### config.mk
export PLATFORM = sky130hd
export DESIGN_NAME = seq_entry_tx
export DESIGN_NICKNAME = d
export VERILOG_FILES = /design/src/rtl/seq_entry_tx_pkg.sv /design/src/rtl/seq_entry_tx_digit_rotator.sv /design/src/rtl/seq_entry_tx.sv
export SDC_FILE = /design/constraint.sdc
export NUM_CORES = 1
export LEC_CHECK = 0
export CORE_AREA = 5 5 84 86
export CTS_CLUSTER_DIAMETER = 50
export DETAILED_ROUTE_END_ITERATION = 12
export DIE_AREA = 0 0 89 91
export GPL_ROUTABILITY_DRIVEN = 0
export SLEW_MARGIN = 20
export SYNTH_ARGS = -nofsm -noshare
export SYNTH_HDL_FRONTEND = slang
export SYNTH_HIERARCHICAL = 1
export SYNTH_SLANG_ARGS = --single-unit
### constraint.sdc
create_clock -name clk -period 1.95 [get_ports clk]
set_input_delay 0.39 -clock clk [delete_from_list [all_inputs] [get_ports clk]]
set_output_delay 0.39 -clock clk [all_outputs]
set_load 0.05 [all_outputs]
### src/rtl/seq_entry_tx_pkg.sv
// Shared definitions for the player-side sequence entry transmitter.
//   state_t       : entry FSM states
//   GS_*          : game controller state encodings seen on game_state
package seq_entry_tx_pkg;

    typedef enum logic [1:0] {
        ST_IDLE = 2'd0,
        ST_EDIT = 2'd1,
        ST_SEND = 2'd2,
        ST_DONE = 2'd3
    } state_t;

    localparam logic [7:0] GS_RESET  = 8'h00;
    localparam logic [7:0] GS_INTRO  = 8'h01;
    localparam logic [7:0] GS_PUZZLE = 8'h04;
    localparam logic [7:0] GS_WIN    = 8'h08;

    // Index width for a code of n digits; never narrower than one bit.
    function automatic int unsigned idx_width(input int unsigned n);
        return (n > 1) ? $clog2(n) : 1;
    endfunction

endpackage

### src/rtl/seq_entry_tx_digit_rotator.sv
// Modulo-(DIGIT_MAX+1) digit counter used for the digit under edit.
//   clk   : system clock
//   rst   : synchronous active-high reset
//   clear : force the count to 0 (dominates enable)
//   en    : advance by one, wrapping from DIGIT_MAX to 0
//   count : current digit value
module seq_entry_tx_digit_rotator #(
    parameter int unsigned DIGIT_W   = 4,
    parameter int unsigned DIGIT_MAX = 9
) (
    input  logic               clk,
    input  logic               rst,
    input  logic               clear,
    input  logic               en,
    output logic [DIGIT_W-1:0] count
);

    localparam logic [DIGIT_W-1:0] MAX_VAL = DIGIT_W'(DIGIT_MAX);

    always_ff @(posedge clk) begin
        if (rst || clear) begin
            count <= '0;
        end else if (en) begin
            count <= (count == MAX_VAL) ? '0 : count + 1'b1;
        end
    end

endmodule

### src/rtl/seq_entry_tx.sv
// Player-side transmitter for the puzzle sequence interface. Builds a code one
// digit at a time from shaped rotate/verify pulses and sends each committed
// digit to the verifier on a valid/ready beat.
//   clk, rst     : clock, synchronous active-high reset
//   game_state   : game controller state; entry enabled at PUZZLE_STATE
//   one_sec      : 1 Hz tick, blinks the display cursor
//   rotate       : advance digit under edit
//   verify       : commit digit under edit
//   seq_ready    : verifier accepts the beat
//   seq_valid, seq_digit, seq_index, seq_last : outgoing beat
//   entry_abort  : one-cycle pulse when entry is cancelled by a state change
//   entry_word   : digits accepted so far, digit i at [i*DIGIT_W +: DIGIT_W]
//   cur_digit    : digit under edit (display)
//   cursor_on    : cursor blink phase (display)
module seq_entry_tx
    import seq_entry_tx_pkg::*;
#(
    parameter int unsigned DIGIT_W      = 4,
    parameter int unsigned NUM_DIGITS   = 4,
    parameter int unsigned DIGIT_MAX    = 9,
    parameter logic [7:0]  PUZZLE_STATE = GS_PUZZLE,
    localparam int unsigned IDX_W       = idx_width(NUM_DIGITS)
) (
    input  logic                          clk,
    input  logic                          rst,
    input  logic [7:0]                    game_state,
    input  logic                          one_sec,
    input  logic                          rotate,
    input  logic                          verify,
    input  logic                          seq_ready,
    output logic                          seq_valid,
    output logic [DIGIT_W-1:0]            seq_digit,
    output logic [IDX_W-1:0]              seq_index,
    output logic                          seq_last,
    output logic                          entry_abort,
    output logic [NUM_DIGITS*DIGIT_W-1:0] entry_word,
    output logic [DIGIT_W-1:0]            cur_digit,
    output logic                          cursor_on
);

    localparam logic [IDX_W-1:0] LAST_IDX = IDX_W'(NUM_DIGITS - 1);

    state_t           state_q;
    state_t           state_d;
    logic [IDX_W-1:0] idx;
    logic             puzzle;
    logic             hs;
    logic             abort;
    logic             rot_clear;
    logic             rot_en;

    assign puzzle = (game_state == PUZZLE_STATE);
    assign hs     = seq_valid && seq_ready;
    assign abort  = !puzzle && (state_q == ST_EDIT || state_q == ST_SEND);

    // Digit under edit is zero outside EDIT/SEND and restarts after every
    // accepted beat; rotate is dropped when verify arrives in the same cycle.
    assign rot_clear = (state_q == ST_IDLE) || (state_q == ST_DONE) || abort || hs;
    assign rot_en    = (state_q == ST_EDIT) && rotate && !verify;

    seq_entry_tx_digit_rotator #(
        .DIGIT_W   (DIGIT_W),
        .DIGIT_MAX (DIGIT_MAX)
    ) u_rotator (
        .clk   (clk),
        .rst   (rst),
        .clear (rot_clear),
        .en    (rot_en),
        .count (cur_digit)
    );

    // State register
    always_ff @(posedge clk) begin
        if (rst) begin
            state_q <= ST_IDLE;
        end else begin
            state_q <= state_d;
        end
    end

    // Next-state logic
    always_comb begin
        state_d = state_q;
        case (state_q)
            ST_IDLE: if (puzzle) state_d = ST_EDIT;
            ST_EDIT: begin
                if (!puzzle)     state_d = ST_IDLE;
                else if (verify) state_d = ST_SEND;
            end
            ST_SEND: begin
                if (!puzzle)  state_d = ST_IDLE;
                else if (hs)  state_d = seq_last ? ST_DONE : ST_EDIT;
            end
            ST_DONE: if (!puzzle) state_d = ST_IDLE;
            default: state_d = ST_IDLE;
        endcase
    end

    // Output logic
    always_comb begin
        seq_valid = 1'b0;
        if (state_q == ST_SEND) seq_valid = 1'b1;
    end

    // Beat, index, entry word and cursor registers. An abort clears everything
    // even when it coincides with a handshake: the verifier still sees the
    // beat, but the local entry restarts from scratch.
    always_ff @(posedge clk) begin
        if (rst) begin
            idx         <= '0;
            seq_digit   <= '0;
            seq_index   <= '0;
            seq_last    <= 1'b0;
            entry_word  <= '0;
            cursor_on   <= 1'b0;
            entry_abort <= 1'b0;
        end else begin
            entry_abort <= abort;
            if (abort || (state_q == ST_DONE && !puzzle)) begin
                idx        <= '0;
                seq_digit  <= '0;
                seq_index  <= '0;
                seq_last   <= 1'b0;
                entry_word <= '0;
                cursor_on  <= 1'b0;
            end else begin
                case (state_q)
                    ST_IDLE: begin
                        if (puzzle) begin
                            idx        <= '0;
                            entry_word <= '0;
                            cursor_on  <= 1'b1;
                        end
                    end
                    ST_EDIT: begin
                        if (one_sec) cursor_on <= !cursor_on;
                        if (verify) begin
                            seq_digit <= cur_digit;
                            seq_index <= idx;
                            seq_last  <= (idx == LAST_IDX);
                        end
                    end
                    ST_SEND: begin
                        if (hs) begin
                            entry_word[idx*DIGIT_W +: DIGIT_W] <= seq_digit;
                            if (seq_last) begin
                                cursor_on <= 1'b0;
                            end else begin
                                idx       <= idx + 1'b1;
                                cursor_on <= 1'b1;
                            end
                        end
                    end
                    default: ;
                endcase
            end
        end
    end

endmodule

==> impl_results.rst, run 1 <==
.. list-table::
   :header-rows: 1

   * - Metric
     - Value
   * - Cells along the critical path
     - clkdlybuf4s50_1
   * - 1st-pass router iterations
     - 4
   * - Power per cell area
     - between 500 and 600 nW/um2
   * - Starting density of the core
     - 0.288
   * - Number of I/O pins
     - 44
   * - Final Max Slew Viols
     - 0
   * - Die area
     - 8100 um2
   * - Worst voltage drop across the vdd grid
     - 297 uV
   * - Slew headroom
     - 0.666
   * - Clock slew at the register clock pins of the worst setup and hold paths
     - ~0.07 ns
   * - Met2 Track Usage GR
     - 0.200
   * - Main area contributors after synthesis
     - dfxtp_1 37%, ha_1 7.0%, nor2b_1 6.3%, o211ai_1 5.0%, o31ai_1 5.0%
   * - Warnings from Yosys
     - 6
   * - Post-synthesis async set-or-reset flop share
     - 0
   * - Synthesis-to-layout area growth
     - 44.1%
   * - Core Util, Final
     - 0.415
   * - Number of nets still failing antenna checks after routing
     - 0
   * - Buf/Inv on CP
     - 1
   * - Critical path arrival
     - between 1 and 1.5 ns
   * - Half-perimeter wire length after detailed placement
     - approximately 3700 um
   * - Footprint of the flip-flops and latches
     - 661 um2
   * - Routing layer with the top usage in global route
     - met2
   * - Kind of start point of the critical path
     - register
   * - Via density per instance
     - ~5.0
   * - Synth Cell Area
     - roughly 1800 um2
   * - Number of gates on the worst path with buffers counted
     - 1
   * - Highest cell delay on the worst timing path
     - about 0.82 ns
   * - Count of port buffers added during placement
     - 43
   * - Setup Viol. Count Final
     - 0
   * - Initial antenna violation count
     - 0
   * - Total GRT Usage
     - 0.123
   * - Share of layout cells above drive strength 1
     - 0.189
   * - Accumulated negative setup slack
     - 0 ns
   * - Synthesis-stage register bit count
     - 33
   * - Maximum number of pins on one net before global-route repair
     - 15
   * - Largest clock skew in the final design
     - ~0.012 ns
   * - Slowest CP cell
     - clkdlybuf4s50_1
   * - CTS sink count
     - 33
   * - Number of different library cells in the post-synthesis netlist
     - 45
   * - Min Tclk post-route
     - roughly 1.9 ns
   * - Actual transition at the worst max-transition pin
     - 0.500 ns
   * - Hold slack
     - roughly 0.46 ns
   * - Cell family with most CP delay
     - buffers and inverters
   * - DRC marker count from the first detailed-route iteration
     - 61
   * - Post-synth top area share
     - 0.370
   * - GRT met1 Usage
     - 0.158
   * - Clock Root Buffer
     - clkbuf_8
   * - Post-cts hold buffer count
     - 0
   * - Count of flip-flops with a built-in enable after synthesis
     - 0
   * - Primary FF master, synth
     - dfxtp_1
   * - Number of standard cells after synthesis
     - just over 200
   * - Net count reported at finish
     - about 290
   * - Maxcap violations
     - 0
   * - Met3 Resource Use GR
     - 0.0308
   * - RSZ-0062 raised after global routing
     - false
   * - Die boundary height
     - slightly above 90 um
   * - Die span in x
     - about 89 um
   * - Final critical-path share of the clock period
     - 0.950
   * - Total number of vias
     - between 1.5k and 2k
   * - Routed len/inst
     - between 10 and 15 um
   * - Category of the critical setup timing path
     - register to output pin
   * - Largest fanout on the critical path
     - 3
   * - Fill count
     - 632
   * - Sequential element share of the synthesized area
     - 0.370
   * - Floorplan Core Area
     - between 6000 and 7000 um2
   * - Leakage power summed over all cells
     - 1.03 nW
   * - Average footprint of a synthesized cell
     - around 8.8 um2
   * - Number of buffers added by the clock tree synthesis step
     - 5
   * - Via count of the first global-routing pass
     - 1702
   * - Cell type with the highest aggregate area in the netlist
     - dfxtp_1
   * - Total area of multi-input combinational cells
     - roughly 1100 um2
   * - Global-route wire length before repair
     - about 8100 um
   * - Clock network latency to the later pin of the worst-skew pair
     - slightly below 0.3 ns
   * - Aggregate global routing overflow
     - 0
   * - FF-to-FF path depth
     - 6
   * - H-tree levels
     - 2
   * - Final hold viol count
     - 0
   * - Kind of end point of the critical path
     - output pin
   * - Result of the run
     - finished clean
   * - Count of antenna diodes in the layout
     - 0
   * - CTS max path bufs
     - 2
   * - Worst EP required
     - about 1.6 ns
   * - Final routed DRC violation total
     - 0
   * - Row count
     - 29
   * - Worst hold-check path type
     - register to register
   * - Post-Synthesis Net Count
     - around 230
   * - Worst Hold Path Cells
     - 2
   * - Clock tree from TritonCTS
     - built
   * - Total detailed-routing wirelength
     - between 4000 and 5000 um
   * - Highest clock frequency the design can meet
     - 540 MHz
==> cells in the mapped netlist (2+ instances only) <==
master / instances
a21oi_1: 14
o21ai_0: 2
nor2b_1: 18
xnor2_1: 2
clkbuf_1: 6
nand2b_1: 8
dfxtp_1: 33
o211ai_1: 12
nand2_1: 16
nor2_1: 3
inv_1: 11
buf_2: 2
nor3_1: 8
nor4b_1: 2
a32o_1: 4
o31ai_1: 12
a21o_1: 3
ha_1: 10
nand3_1: 10
nand4_1: 2
==> layout by cell type (no fill, tap or decap), types with 2 or more instances in the layout <==
master	instances
a21o_1	3
a21oi_1	14
a32o_1	4
buf_4	26
clkbuf_8	6
clkdlybuf4s50_1	28
dfxtp_1	33
dlymetal6s2s_1	7
ha_1	9
inv_1	11
nand2_1	16
nand2b_1	8
nand3_1	10
nand4_1	2
nor2_1	2
nor2b_1	17
nor3_1	8
nor4b_1	2
o211ai_1	12
o21ai_0	2
o31ai_1	11
xnor2_1	2
==> metrics by stage <==
step	cells	cell area (um2)	worst slack, ns	total power [mW]
floorplan	203	1790	0.105	0.713
global placement	333	2410	-0.291	0.758
detailed placement	333	2410	-0.331	0.759
CTS	342	2550	0.00593	1.44
global route	342	2570	0.0288	1.48
finish	342	2570	0.0972	1.42
==> routing by layer <==
layer  part of all wire  vias to the layer above
met5                  0                        -
met3              0.055                       10
met1               0.45                      788
met2               0.47                       37
li1                   -                      865
met4              0.019                        0
==> layout make-up <==
class	instances	share of cell area
multi-input combinational	151	0.417
sequential	33	0.257
timing repair buffer	62	0.227
tap	77	0.0374
clock buffer	6	0.0321
inverter	11	0.0160
clock inverter	2	0.0146
==> state kept, by name, indices dropped and copies added, names as in the netlist <==
name,cells
entry_word,16
seq_digit,4
u_rotator/count,4
idx,2
seq_index,2
state_q,2
cursor_on,1
entry_abort,1
seq_last,1
==> what timing repair did <==
item | CTS | global route
buffers inserted | 1 | 0
endpoints found under the setup margin | 5 | 28
resized for setup | 2 | 10
pin swaps | 1 | 8
==> worst paths after layout <==
| path | end | slack (ns) | startpoint |
|---|---|---|---|
| min | seq_index[0] | 0.46 | seq_index[0] |
| max reg2reg | entry_word[14] | 0.15 | state_q[0] |
| min reg2reg | seq_index[0] | 0.46 | seq_index[0] |
| max | seq_digit[0] | 0.1 | seq_digit[0] |
==> cells by family (layout without fill, tap and decap cells) <==
family          Yosys count  in the layout  share of synthesized area
compound gates           60             60                      0.253
xor+xnor                  2              2                    0.00981
fa+ha+maj                10             10                     0.0701
buf+inv                  19             81                     0.0413
flops                    33             33                      0.370
mux                       1              1                    0.00631
simple gates             78             78                      0.249
==> where the power goes <==
| group | leakage (nW) | switching, mW | total (mW) | internal [mW] |
|---|---|---|---|---|
| logic | 0.705 | 0.0324 | 0.0679 | 0.0355 |
| registers | 0.266 | 0.000286 | 0.674 | 0.674 |
| clock network | 0.0574 | 0.262 | 0.678 | 0.415 |
Note: power is estimated with default switching activity, not from simulation.
==> inputs of run 2 (changes only) <==
- clock period: 1.95 -> 2 ns (I/O delays scaled with it)
==> run 2 against run 1 <==
Count of clock-buffer cells in the layout stayed put. Clock power down 30%. Global-route usage about the same. Combinational power down 0.6%. Largest power group is now registers. First-iteration DRC count is 4.9% higher. Highest routed layer unchanged.
==> impl_results.rst, run 2 (same netlist as run 1, synthesis figures left out) <==
.. list-table::
   :header-rows: 1

   * - Metric
     - Value
   * - Clock slew at the register clock pins of the worst setup and hold paths
     - 0.07 ns
   * - Actual transition at the worst max-transition pin
     - about 0.5 ns
   * - Category of the critical setup timing path
     - input port to register
   * - Clock Root Buffer
     - clkbuf_8
   * - Kind of start point of the critical path
     - input port
   * - Final critical-path share of the clock period
     - 0.978
   * - RSZ-0062 raised after global routing
     - true
   * - 1st-pass router iterations
     - 4
   * - Placed inst area
     - approximately 2400 um2
   * - Result of the run
     - finished clean
   * - Switching Fraction
     - 0.222
   * - Number of buffers added by the clock tree synthesis step
     - 5
   * - Setup Viol. Count Final
     - 0
   * - Minimum setup slack among reg-to-reg paths
     - 0.16 ns
   * - Hold-critical path endpoint
     - seq_index[1]
   * - Final routed DRC violation total
     - 0
   * - Min Tclk post-route
     - around 2.0 ns
   * - Die area
     - about 8000 um2
   * - Via count of the first global-routing pass
     - between 1.5k and 2k
   * - Worst hold-check path type
     - register to register
   * - Clock tree from TritonCTS
     - built
   * - Source of the worst register-to-register timing path
     - state_q[0]
   * - Net count reported at finish
     - approximately 290
   * - FF-to-FF path depth
     - 6
   * - Critical path arrival
     - between 2 and 2.5 ns
   * - NetSw
     - 0.267 mW
   * - Die boundary height
     - about 91 um
   * - Maxcap violations
     - 0
   * - Routed len/inst
     - around 14 um
   * - Aggregate global routing overflow
     - 0
   * - Slew headroom
     - 0.662
   * - Most common library cell in the layout ignoring fill and taps
     - clkdlybuf4s50_1
   * - Leakage power summed over all cells
     - about 0.94 nW
   * - Number of nets still failing antenna checks after routing
     - 0
   * - Total GRT Usage
     - 0.123
   * - Worst Hold Path Cells
     - 2
   * - Starting density of the core
     - 0.288
   * - Startpoint of the tightest hold check path
     - seq_index[1]
   * - Largest fanout on the critical path
     - 4
   * - Total number of vias
     - about 1.7k
   * - Share of layout cells above drive strength 1
     - 0.170
   * - Share of power burned in the clock network
     - 0.397
   * - Half-perimeter wire length after detailed placement
     - around 3700 um
   * - Flip-flop count of the largest register after layout
     - 16
   * - Floorplan Core Area
     - a little over 6000 um2
   * - Worst reg2reg endpoint
     - entry_word[13]
   * - Worst EP required
     - roughly 2.2 ns
   * - Synthesis-to-layout area growth
     - 41.0%
   * - Row count
     - 29
   * - Count of antenna diodes in the layout
     - 0
   * - CTS sink count
     - 33
   * - Hold slack
     - about 0.46 ns
   * - Maximum number of pins on one net before global-route repair
     - 15
   * - Largest clock skew in the final design
     - roughly 0.006 ns
   * - Total detailed-routing wirelength
     - between 4000 and 5000 um
   * - Biggest register
     - entry_word
   * - Part of the power in registers
     - 0.547
   * - Fill count
     - 615
   * - Count of port buffers added during placement
     - 43
   * - CTS max path bufs
     - 2
   * - Clock network latency to the later pin of the worst-skew pair
     - 0.28 ns
   * - Core Util, Final
     - 0.406
   * - DRC marker count from the first detailed-route iteration
     - 64
   * - Kind of end point of the critical path
     - register
   * - H-tree levels
     - 2
   * - Most frequent cells in the layout
     - 38 x clkdlybuf4s50_1, 33 x dfxtp_1, 21 x buf_4, 17 x nor2b_1, 16 x nand2_1
   * - Number of I/O pins
     - 44
   * - Global-route wire length before repair
     - roughly 7900 um
   * - Registers with the highest flip-flop counts
     - entry_word x16, seq_digit x4, u_rotator/count x4
   * - Die span in x
     - about 89 um
   * - Highest clock frequency the design can meet
     - between 500 and 600 MHz
   * - Power per cell area
     - around 480 nW/um2
   * - Internal power of the cells
     - between 0.9 and 1 mW
   * - Final Max Slew Viols
     - 0
   * - Via density per instance
     - a little under 5
   * - Initial antenna violation count
     - 0
   * - Worst voltage drop across the vdd grid
     - 258 uV
   * - Final hold viol count
     - 0
   * - Logic pwr share
     - 0.056
   * - Final design instance area without fill
     - 2520 um2
   * - Overall power of the completed layout
     - 1.20 mW
[run 2: changes by cell type in the layout (fill, tap and decap cells not counted), sizes merged]
cell | before | now
clkdlybuf4s50 | 28 | 38
bufinv | 1 | 0
clkinv | 0 | 2
buf | 27 | 23
dlymetal6s2s | 7 | 0
clkinvlp | 1 | 0
[run 2: how the worst max path moves through the flow]
stage	to	depth (start not counted)	start	slack, ns
2_1_floorplan	entry_word[13]	7	state_q[0]	0.16
3_3_place_gp	cursor_on	6	game_state[5]	-0.25
3_5_place_dp	u_rotator/count[3]	7	game_state[5]	-0.25
4_1_cts	cursor_on	6	game_state[5]	0.01
5_1_grt	entry_word[7]	5	game_state[5]	-0.04
6_report	u_rotator/count[3]	7	game_state[5]	0.04
[run 2: layout make-up]
| cell class | count | area [um2] | share of cell area |
|---|---|---|---|
| inverter | 11 | 41.3 | 0.0164 |
| multi-input combinational | 151 | 1070 | 0.424 |
| tap | 77 | 96.3 | 0.0383 |
| sequential | 33 | 661 | 0.262 |
| clock inverter | 2 | 10.0 | 0.00398 |
| clock buffer | 6 | 72.6 | 0.0288 |
| timing repair buffer | 61 | 569 | 0.226 |
[run 2: layer usage]
layer / up-vias / global-route usage / routed length (um)
li1: 864 / - / -
met1: 757 / 0.157 / 2080
met2: 46 / 0.199 / 2250
met3: 6 / 0.0344 / 267
met4: 0 / 0.0372 / 41
met5: - / 0 / 0
[run 2: through the flow]
step,setup WS (ns),setup TNS [ns],cells
after global routing,-0.0392,-0.185,341
after global placement,-0.255,-5.95,332
after CTS,0.0120,0,340
final,0.0439,0,341
after detailed placement,-0.255,-6.30,332
after floorplan,0.155,0,203
[run 2: critical path: stages]
cell and delay, ns:
clkdlybuf4s50_1 0.42, or4_4 0.59, nor2_2 0.23, nand3_1 0.16
nor2_2 0.17, nand2_1 0.07, o22ai_1 0.13
[run 2: timing repair]
action                     4_1_cts  5_1_grt
setup endpoints to repair        0       15
setup buffers                    0        1
resized for setup                0        5
hold buffers                     0        0
[run 2: power groups by stage]
stage | Sequential, mW | Combinational, mW | Clock, mW
floorplan | 0.673 | 0.0223 | 0
global placement | 0.672 | 0.0667 | 0
detailed placement | 0.672 | 0.0669 | 0
CTS | 0.657 | 0.0669 | 0.488
global route | 0.657 | 0.0724 | 0.530
finish | 0.658 | 0.0675 | 0.477
